<file path="src/rtl/mult_pkg.sv">
// Shared types and helpers for the sequential shift-add multiplier.
// Helpers work at a fixed maximum width; callers keep only the low bits they need.
package mult_pkg;

   typedef enum logic [1:0] {IDLE, CALC, DONE} state_t;

   // Widest operand the helpers support (WIDTH must stay below this).
   localparam int MAX_W = 64;

   // Counter width for the default operand width; modules use cnt_width(WIDTH).
   localparam int DEF_WIDTH = 4;
   localparam int DEF_CNT_W = $clog2(DEF_WIDTH + 1);

   function automatic int cnt_width(input int w);
      return $clog2(w + 1);
   endfunction

   // Low w bits of the result are the w-bit absolute value of a zero-extended operand.
   function automatic logic [MAX_W-1:0] magnitude(input logic [MAX_W-1:0] v, input logic neg);
      return neg ? (~v + MAX_W'(1)) : v;
   endfunction

   function automatic logic [2*MAX_W-1:0] negate(input logic [2*MAX_W-1:0] v);
      return ~v + (2*MAX_W)'(1);
   endfunction

endpackage

</file>
<file path="src/rtl/sumadorCompletoN.sv">
// N-bit adder with carry in/out, reused every cycle by the multiplier accumulator.
module sumadorCompletoN #(
   parameter int WIDTH = 4
) (
   input  logic [WIDTH-1:0] a,
   input  logic [WIDTH-1:0] b,
   input  logic             cin,
   output logic [WIDTH-1:0] s,
   output logic             cout
);

   assign {cout, s} = {1'b0, a} + {1'b0, b} + {{WIDTH{1'b0}}, cin};

endmodule

</file>
<file path="src/rtl/multiplicador_secuencial_n.sv">
// Iterative radix-2 shift-add multiplier, unsigned or two's-complement per operation.
// One WIDTH+1 adder is reused over WIDTH cycles; result sign is applied at the end.
module multiplicador_secuencial_n
   import mult_pkg::*;
#(
   parameter int WIDTH = 4
) (
   input  logic               clk,
   input  logic               rst,
   input  logic               start,
   input  logic               signed_mode,
   input  logic [WIDTH-1:0]   multiplicando,
   input  logic [WIDTH-1:0]   multiplicador,
   output logic [2*WIDTH-1:0] res,
   output logic               ovf,
   output logic               busy,
   output logic               done
);

   localparam int CNT_W = cnt_width(WIDTH);
   localparam int PW    = 2 * WIDTH;

   state_t state, state_next;

   logic [PW-1:0]    acc;
   logic [WIDTH-1:0] mag_a, mag_b;
   logic             neg_res, mode_q;
   logic [CNT_W-1:0] cnt;

   logic             accept, last_step;
   logic [WIDTH-1:0] addend;
   logic [WIDTH:0]   sum;
   logic             carry_unused, lsb_unused;
   logic [PW-1:0]    acc_next, prod_final;
   logic             ovf_final;
   logic [PW-1:0]    hi_zero_mask_unused;

   logic [WIDTH-1:0]        mag_a_in, mag_b_in;
   logic [MAX_W-WIDTH-1:0]  mag_a_unused, mag_b_unused;
   logic [PW-1:0]           prod_neg;
   logic [2*MAX_W-PW-1:0]   prod_neg_unused;

   assign accept    = start && (state != CALC);
   assign last_step = (state == CALC) && (cnt == CNT_W'(WIDTH - 1));

   // NOTE: sequential state uses non-blocking assignments so every register sees
   // pre-edge values; blocking here would make results depend on statement order.
   always_ff @(posedge clk) begin
      if (rst) state <= IDLE;
      else     state <= state_next;
   end

   // NOTE: every output of this block gets a default before the case, so no path
   // leaves a signal unassigned and no latch is inferred.
   always_comb begin
      state_next = state;
      busy       = 1'b0;
      done       = 1'b0;
      case (state)
         IDLE: if (start) state_next = CALC;
         CALC: begin
            busy = 1'b1;
            if (cnt == CNT_W'(WIDTH - 1)) state_next = DONE;
         end
         DONE: begin
            done       = 1'b1;
            state_next = start ? CALC : IDLE;
         end
         default: state_next = IDLE;
      endcase
   end

   assign {mag_a_unused, mag_a_in} =
      magnitude(MAX_W'(multiplicando), signed_mode & multiplicando[WIDTH-1]);
   assign {mag_b_unused, mag_b_in} =
      magnitude(MAX_W'(multiplicador), signed_mode & multiplicador[WIDTH-1]);

   assign addend = mag_b[0] ? mag_a : '0;

   sumadorCompletoN #(.WIDTH(WIDTH + 1)) u_acc_add (
      .a    ({1'b0, acc[PW-1:WIDTH]}),
      .b    ({1'b0, addend}),
      .cin  (1'b0),
      .s    (sum),
      .cout (carry_unused)
   );

   // The accumulator LSB is shifted out each cycle and never read.
   assign lsb_unused = acc[0];
   assign acc_next   = {sum, acc[WIDTH-1:1]};

   assign {prod_neg_unused, prod_neg} = negate((2*MAX_W)'(acc_next));
   assign prod_final = neg_res ? prod_neg : acc_next;

   always_comb begin
      hi_zero_mask_unused = '0;
      if (mode_q)
         ovf_final = !((&prod_final[PW-1:WIDTH-1]) || !(|prod_final[PW-1:WIDTH-1]));
      else
         ovf_final = |prod_final[PW-1:WIDTH];
   end

   // NOTE: all datapath registers are reset so an aborted operation leaves no stale
   // result behind; there are no memories here that would need to skip reset.
   always_ff @(posedge clk) begin
      if (rst) begin
         acc     <= '0;
         mag_a   <= '0;
         mag_b   <= '0;
         neg_res <= 1'b0;
         mode_q  <= 1'b0;
         cnt     <= '0;
         res     <= '0;
         ovf     <= 1'b0;
      end else if (accept) begin
         acc     <= '0;
         mag_a   <= mag_a_in;
         mag_b   <= mag_b_in;
         neg_res <= signed_mode & (multiplicando[WIDTH-1] ^ multiplicador[WIDTH-1]);
         mode_q  <= signed_mode;
         cnt     <= '0;
      end else if (state == CALC) begin
         acc   <= acc_next;
         mag_b <= {1'b0, mag_b[WIDTH-1:1]};
         cnt   <= cnt + CNT_W'(1);
         if (last_step) begin
            res <= prod_final;
            ovf <= ovf_final;
         end
      end
   end

endmodule

</file>
<file path="config.mk">
export PLATFORM = sky130hd
export DESIGN_NAME = multiplicador_secuencial_n
export DESIGN_NICKNAME = d
export VERILOG_FILES = /design/src/rtl/mult_pkg.sv /design/src/rtl/sumadorCompletoN.sv /design/src/rtl/multiplicador_secuencial_n.sv
export SDC_FILE = /design/constraint.sdc
export NUM_CORES = 1
export LEC_CHECK = 0
export ABC_AREA = 1
export BUFFER_PORTS_ARGS = -buffer_cell sky130_fd_sc_hd__buf_2
export CORE_MARGIN = 1
export CORE_UTILIZATION = 35
export DETAILED_ROUTE_END_ITERATION = 7
export SYNTH_ARGS = -nofsm -noshare
export SYNTH_HDL_FRONTEND = slang
export SYNTH_SLANG_ARGS = --single-unit
</file>
<file path="constraint.sdc">
create_clock -name clk -period 2.6 [get_ports clk]
set_clock_uncertainty 0.2 [all_clocks]
set_input_delay 0.39 -clock clk [delete_from_list [all_inputs] [get_ports clk]]
set_output_delay 0.39 -clock clk [all_outputs]
set_load 0.005 [all_outputs]
</file>
=== After elaboration in Yosys (flattened, before gate mapping) ===
Index checks and enable logic that the tools add are counted.

* Register bits after elaboration: 32
* Bits of input ports: 12
* Output and inout port bits: 11

* Bitwise gates (word level): 8
* Reduce and logical (&&, ||, !) cells: 13
* Equality and inequality tests: 6
* $add $sub $neg: 5
* Mux-type cells: 13

{| class="wikitable"
|+ Operators by type and width
! cell !! count
|-
| two-way mux 4 bit || 5
|-
| adder 4 x 1 -> 4 bit, second input constant || 2
|-
| adder 8 x 1 -> 8 bit, second input constant || 1
|-
| two-way mux 8 bit || 1
|-
| NOT 4 bit || 2
|-
| NOT 8 bit || 1
|-
| one-hot mux 2 bit (3 select lines) || 1
|-
| adder 4 x 4 -> 5 bit || 1
|-
| AND reduction 5 bit || 1
|-
| OR reduction 5 bit || 1
|-
| two-way mux 1 bit || 4
|-
| two-way mux 2 bit || 2
|-
| != test 2 x 1 -> 1 bit, second input constant || 2
|-
| OR reduction 4 bit || 1
|-
| adder 3 x 1 -> 3 bit, second input constant || 1
|-
| bitwise AND 1 bit || 3
|-
| equality test 3 x 2 -> 1 bit, second input constant || 1
|-
| AND reduction 3 bit || 1
|-
| equality test 2 x 1 -> 1 bit, second input constant || 1
|-
| equality test 2 bit, second input constant || 1
|-
| logical AND 1 bit || 2
|-
| zero test 1 bit || 2
|-
| zero test 2 bit || 1
|-
| != test 2 bit, second input constant || 1
|-
| other kinds (6) || 6
|}

=== Longest topological paths before layout ===
Gate-level depths: netlist (run 1).

* Depth in word-level cells: 10
* Mapped depth: 18
* Mapped depth without buffers: 18

=== By module ===
From an unflattened synthesis (run 1), not the netlist that was laid out.

* Cell total of the unflattened synthesis: 270
* Area total of the unflattened synthesis: 1885.6 µm²

{| class="wikitable"
|+ By module, submodules not included
! module !! sequential area each (µm²) !! cells an instance !! times used !! area each (µm²)
|-
| multiplicador_secuencial_n || 620.6 || 230 || 1 || 1650.3
|-
| sumadorCompletoN || 0.0 || 40 || 1 || 235.2
|}

=== Worst setup path before layout (run 1) ===
No wires, ideal clock.

* Kind: register to register
* Start: register mag_b[0]
* End: register ovf
* Cell stages (with the launch flop): 17
* Period minus slack after synthesis: 2.277 ns
* Data arrival time: 1.947 ns
* Setup time: 0.130 ns
* Slack: 0.323 ns
* Data required time: 2.270 ns
* Path through: dfxtp_1 > nand2_1 > inv_1 > ha_1 > inv_1 > fa_1 > inv_2 > nor2_1 > nand3_2 > nand2_1 > nand2_1 > nand2_1 > nand3_1 > nor2_1 > nand2_2 > nand3_2 > a21oi_2

* Cells in the longest elaborated chain, start to end: 10
* Elaborated cells on any way between the ends: 12

{| class="wikitable"
|+ RTL lines
! item !! line !! RTL
|-
| start: declaration || multiplicador_secuencial_n.sv:26 || <nowiki>logic [WIDTH-1:0] mag_a, mag_b;</nowiki>
|-
| start signal: assignment || multiplicador_secuencial_n.sv:118 || <nowiki>mag_b <= mag_b_in;</nowiki>
|-
| start signal: assignment || multiplicador_secuencial_n.sv:124 || <nowiki>mag_b <= {1'b0, mag_b[WIDTH-1:1]};</nowiki>
|-
| two-way mux 4 bit * || multiplicador_secuencial_n.sv:78 || <nowiki>assign addend = mag_b[0] ? mag_a : '0;</nowiki>
|-
| adder 4 x 4 -> 5 bit * || sumadorCompletoN.sv:12 || <nowiki>assign {cout, s} = {1'b0, a} + {1'b0, b} + {{WIDTH{1'b0}}, cin};</nowiki>
|-
| NOT 8 bit || mult_pkg.sv:24 || <nowiki>return ~v + (2*MAX_W)'(1);</nowiki>
|-
| adder 8 x 1 -> 8 bit || mult_pkg.sv:24 ||
|-
| two-way mux 8 bit * || multiplicador_secuencial_n.sv:93 || <nowiki>assign prod_final = neg_res ? prod_neg : acc_next;</nowiki>
|-
| OR reduction 5 bit || multiplicador_secuencial_n.sv:98 || <nowiki>ovf_final = !((&prod_final[PW-1:WIDTH-1]) || !(|prod_final[PW-1:WIDTH-1]));</nowiki>
|-
| zero test 1 bit || multiplicador_secuencial_n.sv:98 ||
|-
| logical OR 1 bit || multiplicador_secuencial_n.sv:98 ||
|-
| zero test 1 bit || multiplicador_secuencial_n.sv:98 ||
|-
| two-way mux 1 bit * || multiplicador_secuencial_n.sv:97 || <nowiki>if (mode_q)</nowiki>
|-
| end signal: assignment || multiplicador_secuencial_n.sv:128 || <nowiki>ovf <= ovf_final;</nowiki>
|-
| end: declaration || multiplicador_secuencial_n.sv:15 || <nowiki>output logic ovf,</nowiki>
|}

Every way passes the cells marked *; elsewhere a longest branch is shown, timed or not.
A chain may end at the register's enable or synchronous reset.

=== Worst setup path in the final report (run 1) ===
Same ends and word-level chain as after synthesis.

==> key figures, run 1 <==
Logic synthesis
  • Share of the synthesized area in the top cell type: between 30% and 40%
  • Post-synth EDFFs: 0
  • Post-Syn Nets: ~280
  • Yosys Warn Count: 0
  • Ys flop type: dfxtp_1
  • Synth async-reset ratio: 0%
  • Area leader, netlist: dfxtp_1
  • #FFs+latches synth: 31
  • Post-synthesis cell area: 1750 µm²
  • Post-Synth Adder-Cell Area: under 10%
  • Main combinational cell family by area after synthesis: simple AND/OR/NAND/NOR gates
  • Synth Area in Simple Gates: approximately 28%
  • Mean Syn Cell Area: approximately 6.9 µm²
  • Synth top area cells: dfxtp_1, nand2_1, inv_1
  • Commonest cells post-synth: nand2_1, inv_1, dfxtp_1
  • Sequential area share after synthesis: 35.5%
  • Mapped Cells: 253
  • Post-Synth XOR/XNOR Area: under 10%
  • Most common cell in the netlist: nand2_1
  • Synth Area in Compound Gates: between 15 and 20%
  • Mux cell area share after synthesis: 0%
  • Yosys cell types: 30

Timing
  • RSZ-0062 raised after global routing: false
  • Slew headroom: a little over three fifths
  • Minimum clock period: between 2 and 2.5 ns
  • FMAX: ~420 MHz
  • Hold Vio Cnt, Final: 0
  • TNS Setup: 0 ns
  • Worst slew pin tran: between 0.5 and 0.6 ns
  • Fin crit share: between 90% and 100%
  • Hold slack: roughly 0.19 ns
  • Slew Viols, Final: 0
  • Finish-stage setup viols: 0

Worst hold path
  • Worst Hold Launch: start
  • Worst min path class: input pin to flop

Global route
  • Maximum number of pins on one net before global-route repair: 18
  • First-pass GRT wire length: about 6400 µm
  • Initial antenna violation count: 0
  • Number of global-route vias before repair: 1452
  • Remaining Overflow, GRT: 0
  • Global-route usage over all layers: between 10% and 20%

Placement
  • Placed cell area: between 1500 and 2000 µm²
  • Port bufs: 22
  • Detailed placer's ending HPWL: ~2700 µm
  • Final GP Congestion: 0.791

Die
  • Num rows: 25
  • Die footprint: ~5300 µm²
  • I/O pins: 23
  • Die Wd: approximately 73 µm
  • Die Height: 72.7 µm
  • CORE AREA: around 4800 µm²
  • Initial core utilization: a little under two fifths

Layout
  • Post-layout util: roughly 43%
  • Nets@finish: roughly 300
  • P&R area growth vs syn: 16.5%
  • ANT cells: 0
  • FILL cells: around 500
  • Layout cells sized above 1: 18.3%
  • Post-route cell area: 2040 µm²

Setup path
  • CP endpoint kind: flop
  • Crit-path slowest cell: fa_2
  • Crit path DAT: 2.42 ns
  • Register-to-register path setup slack: 0.20 ns
  • RR Startpoint: mag_b[0]
  • Critical path origin: mag_b[0]
  • Critical path fanouts, max: 5
  • WP data required: between 2 and 3 ns
  • CP startpoint kind: flop
  • CP peak stage delay: approximately 0.56 ns
  • CP cell instances: nand2_1, inv_1, ha_1, inv_1, fa_2, inv_2, nor2_1, nand3_2, nor2_2, nand3_2, nand2_1, nand2_1, nand2_2, inv_1, nand2_2, nand3_2, a21oi_2
  • Worst setup path category: flop to flop

Clock network
  • CTS sink cnt: 31
  • Root Buffer: clkbuf_8
  • CTS tree: done
  • CTS Buf Count: 5
  • H-tree level count: 2
  • CTS Buffer Depth: 2
  • CTS clk-pin slew, worst paths: approximately 0.070 ns
  • Worst skew pair latency: roughly 0.29 ns

Drt
  • DRC violations left: 0
  • Drt first pass iters: 5
  • Via density: ~4.5
  • Final WL: 3570 µm
  • Routed Antenna Nets: 0
  • Initial DRC count: a little under 90
  • Routed WL per cell: roughly 10 µm
  • Routed via count: between 1.5k and 2k

Power
  • Leak pwr: approximately 1.0 nW
  • Pwr dens: between 500 and 600 nW/µm²
  • Max VDD drop: 0.279 mV

Flow run
  • Max-cap violation count: 0

Run status
  • Run status: completed
layout make-up:
type                       instances  area [µm²]  area share (%)
sequential                        31         624            30.7
clock buffer                       6        82.6            4.05
tap                               67        83.8            4.12
clock inverter                     2        35.0            1.72
multi-input combinational        173         932            45.8
inverter                          43         161            7.92
timing repair buffer              23         118            5.77
cell families (layout without fill, tap and decap cells):
kind of cell,count (synthesis),count (layout)
AOI/OAI and AO/OA,45,45
xor gates and xnor gates,4,4
adders and majority gates,10,10
buffers and inverters,49,74
DFF,31,31
and+or+nand+nor,114,114
power by group:
| part | leakage, nW | total (W) | switching, W | internal [W] |
|---|---|---|---|---|
| registers | 0.253 | 0.000502 | 0.0000112 | 0.000490 |
| logic | 0.717 | 0.000131 | 0.0000837 | 0.0000471 |
| clock network | 0.0612 | 0.000499 | 0.000189 | 0.000310 |
critical path: cells and delay by family (launching register included):
family,cells,cell delay [ns]
AOI/OAI and AO/OA,1,0.13
DFF,1,0.36
and+or+nand+nor,10,0.75
adders and majority gates,2,0.71
buffers and inverters,4,0.20
placed cells by master, fill, tap and decap left out, drive strengths merged, types with 2 or more instances in the layout:
cell,netlist,routed
o21a,2,2
ha,9,9
nor2,23,23
clkbuf,2,6
nand2,71,71
dfxtp,31,31
buf,4,23
nand3,19,19
o211ai,5,5
o21ai,12,12
xnor2,3,3
a31oi,3,3
a21oi,18,18
inv,43,43
sequential cells by signal, indices dropped and copies added (netlist names):
name / count
res: 8
mag_a: 4
acc: 7
cnt: 3
state: 2
mode_q: 1
ovf: 1
mag_b: 4
neg_res: 1
path summary, 6_finish.rpt:
kind | to | depth (start not counted)
worst max-delay path | ovf | 17
worst min-delay path | state[0] | 3
worst max register to register | ovf | 17
worst min register to register | mag_a[2] | 2
what timing repair did:
action | 4_1_cts | 5_1_grt
resized for setup | 0 | 4
hold buffers | 0 | 0
setup endpoints to repair | 0 | 1
buffers inserted | 0 | 0
through the flow:
| stage | cells | power, W | setup WS [ns] |
|---|---|---|---|
| after global placement | 337 | 0.000643 | 0.228 |
| final | 345 | 0.00113 | 0.199 |
| after detailed placement | 337 | 0.000644 | 0.157 |
| after global routing | 345 | 0.00117 | 0.0116 |
| after CTS | 345 | 0.00114 | 0.141 |
| after floorplan | 253 | 0.000608 | 0.323 |
metal layers:
layer | part of all wire, % | global-route usage [%]
met5 | 0 | 0
met4 | 0.81 | 4.58
met3 | 3.1 | 3.31
met2 | 43 | 25.2
met1 | 53 | 20.6
Note: power is estimated with default switching activity, not from simulation.
==> run 2: changes to the inputs <==
ABC_AREA = 0   (was 1)
CORE_ASPECT_RATIO = 0.6   (was default)
==> run 2 against run 1 <==
Critical path type unchanged. Global-route usage up 1.8 points. The flow now finishes with violations (setup timing). Critical endpoint unchanged. Maximum frequency down 12%. Count of clock-buffer cells in the layout is the same.
==> key figures, run 2 <==
Setup path
  • WP data required: 2.56 ns (-0.06 ns)
  • Critical path fanouts, max: 3 (-2)
  • Crit path DAT: 2.67 ns (+0.25 ns)
  • CP endpoint kind: flop
  • Worst setup path category: flop to flop
  • CP startpoint kind: flop

Logic synthesis
  • Ys flop type: dfxtp_1
  • Commonest cells post-synth: dfxtp_1, nand2_1, nor2_1
  • Post-Synth XOR/XNOR Area: 4.64% (+2.6 points)
  • Mux cell area share after synthesis: 1.80% (+1.8 points)
  • Mapped Cells: 204 (-19%)
  • Sequential area share after synthesis: 37.1% (+1.6 points)
  • #FFs+latches synth: 31 (unchanged)
  • Post-synth EDFFs: 0 (unchanged)
  • Post-Syn Nets: 226 (-18%)
  • Synth top area cells: dfxtp_1, ha_1, nand2_1
  • Post-synthesis cell area: 1670 µm² (-4.4%)
  • Most common cell in the netlist: dfxtp_1
  • Synth Area in Compound Gates: 18.4% (+3.3 points)
  • Main combinational cell family by area after synthesis: simple AND/OR/NAND/NOR gates
  • Synth Area in Simple Gates: 24.7% (-3.6 points)
  • Synth async-reset ratio: 0% (unchanged)
  • Area leader, netlist: dfxtp_1
  • Post-Synth Adder-Cell Area: 7.93% (+0.35 points)
  • Yosys cell types: 38 (+27%)
  • Mean Syn Cell Area: 8.19 µm² (+19%)
  • Share of the synthesized area in the top cell type: 37.1% (+1.6 points)
  • Yosys Warn Count: 0 (unchanged)

Clock network
  • Worst skew pair latency: 0.28 ns (about the same)
  • CTS tree: done
  • CTS sink cnt: 31 (unchanged)
  • Root Buffer: clkbuf_8
  • H-tree level count: 2 (unchanged)
  • CTS Buffer Depth: 2 (unchanged)
  • CTS Buf Count: 5 (unchanged)
  • # hold bufs at CTS: 0 (unchanged)
  • CTS clk-pin slew, worst paths: 0.06 ns (about the same)

Timing
  • Hold Vio Cnt, Final: 0 (unchanged)
  • Worst slew pin tran: 0.490 ns (-0.0638 ns)
  • TNS Setup: -0.171 ns (-0.171 ns)
  • Fin crit share: 104% (+12 points)
  • Slew headroom: 67.0% (+3.9 points)
  • RSZ-0062 raised after global routing: true
  • Finish-stage setup viols: 2 (+2)
  • Final Worst Setup Slack: -0.115 ns (-0.314 ns)
  • Minimum clock period: 2.72 ns (+0.314 ns)
  • FMAX: 368 MHz (-12%)
  • Slew Viols, Final: 0 (unchanged)

Layout
  • Top Registers: res: 8 flops, acc: 7 flops
  • Most frequent cells in the layout: nand2_1, dfxtp_1, nor2_1
  • Largest register FFs: 8 (unchanged)
  • Nets@finish: 261 (-13%)
  • Post-layout util: 47.0% (+4.1 points)
  • ANT cells: 0 (unchanged)
  • P&R area growth vs syn: 29.0%
  • Layout cells sized above 1: 26.7% (+8.3 points)
  • Post-route cell area: 2160 µm² (+5.8%)
  • Biggest register: res

Die
  • Die footprint: 5070 µm² (-4.1%)
  • Die Height: 55.5 µm (-24%)
  • I/O pins: 23 (unchanged)
  • Die Wd: 91.2 µm (+25%)
  • CORE AREA: 4590 µm² (-3.5%)
  • Num rows: 19 (-24%)
  • Initial core utilization: 36.4% (-0.36 points)

Drt
  • Routed Antenna Nets: 0 (unchanged)
  • Routed WL per cell: 12.5 µm (+21%)
  • Final WL: 3800 µm (+6.6%)
  • Initial DRC count: 65 (-27%)
  • Via density: 4.92 (+8.8%)
  • Routed via count: 1491 (-4.5%)
  • DRC violations left: 0 (unchanged)
  • Drt first pass iters: 4 (-1)

Placement
  • Placed cell area: 1930 µm² (+1.0%)
  • Detailed placer's ending HPWL: 2820 µm (+3.6%)
  • Final GP Congestion: 0.757 (-4.4%)
  • Port bufs: 22 (unchanged)

Global route
  • Initial antenna violation count: 0 (unchanged)
  • Number of global-route vias before repair: 1434 (-1.2%)
  • Maximum number of pins on one net before global-route repair: 24 (+6)
  • Global-route usage over all layers: 17.3% (+1.8 points)
  • First-pass GRT wire length: 6720 µm (+5.4%)
  • Remaining Overflow, GRT: 0 (unchanged)

Power
  • Pwr dens: 569 nW/µm² (+2.5%)
  • Leak pwr: 0.877 nW (-15%)
  • Max VDD drop: 0.263 mV (-6.0%)
  • Tot Pwr: 0.00123 W (+8.5%)

Flow run
  • Max-cap violation count: 0 (unchanged)

Run status
  • Failing checks: setup timing
  • Run status: finished, violations left

Worst hold path
  • Worst min path class: input pin to flop
[run 2: cell types whose count changed after synthesis, sizes merged, moves of 4 or more]
cell / delta
clkbuf: +8
buf: -4
a211oi: +8
a311oi: +5
inv: -29
nand3: -14
and2: +6
nor2b: +5
nand2: -41
o21ai: -8
o211ai: -5
[run 2: worst paths after layout]
kind,startpoint,endpoint,slack [ns],cells after the start
worst max-delay path,mag_a[0],ovf,-0.12,11
worst min-delay path,multiplicando[0],mag_a[0],0.16,3
worst max register to register,mag_a[0],ovf,-0.12,11
worst min register to register,mag_a[0],mag_a[0],0.26,2
[run 2: metrics by stage]
| stage | hold slack, ns | instances | setup WS, ns |
|---|---|---|---|
| 2_1_floorplan | 0.232 | 204 | -0.100 |
| 3_3_place_gp | 0.245 | 293 | -0.124 |
| 3_5_place_dp | 0.250 | 293 | -0.204 |
| 4_1_cts | 0.152 | 303 | -0.117 |
| 5_1_grt | 0.174 | 303 | -0.268 |
| 6_report | 0.157 | 303 | -0.115 |
[run 2: kinds of logic after synthesis]
group,after synthesis
multiplexers,3
buffers and inverters,24
adder cells (fa/ha/maj),10
flip-flops,31
XOR/XNOR,8
AO/OA/AOI/OAI,45
AND/OR/NAND/NOR,83
[run 2: repair_timing]
action	CTS	global route
setup endpoints to repair	2	2
gates resized for setup	14	2
pin swaps	4	2
setup buffers	2	0
[run 2: critical path, cell delays in order, from the launching register on]
cell and delay [ns]:
dfxtp_2 0.32, and2_4 0.15, ha_4 0.15, inv_2 0.04
fa_1 0.43, nor3b_4 0.17, buf_4 0.14, nand3b_1 0.13
a2111oi_4 0.05, nor4bb_2 0.39, nor4b_2 0.31, o41ai_2 0.11
[run 2: cell type report]
| type | count | area (µm²) |
|---|---|---|
| fill | 449 | 2430 |
| multi-input combinational | 149 | 1030 |
| sequential | 31 | 623 |
| timing repair buffer | 38 | 234 |
| tap | 63 | 78.8 |
| clock buffer | 6 | 72.6 |
| clock inverter | 2 | 60.1 |
| inverter | 14 | 52.6 |
[run 2: layer usage]
layer / track usage, % / wire length, µm
met2: 23.4 / 1420
met5: 0 / 0
met4: 7.48 / 80
met1: 25.7 / 2160
met3: 4.27 / 147
[run 2: where the power goes]
part / internal (W) / switching [W]
clock: 0.000383 / 0.000179
combinational: 0.0000741 / 0.0000883
sequential: 0.000492 / 0.0000112
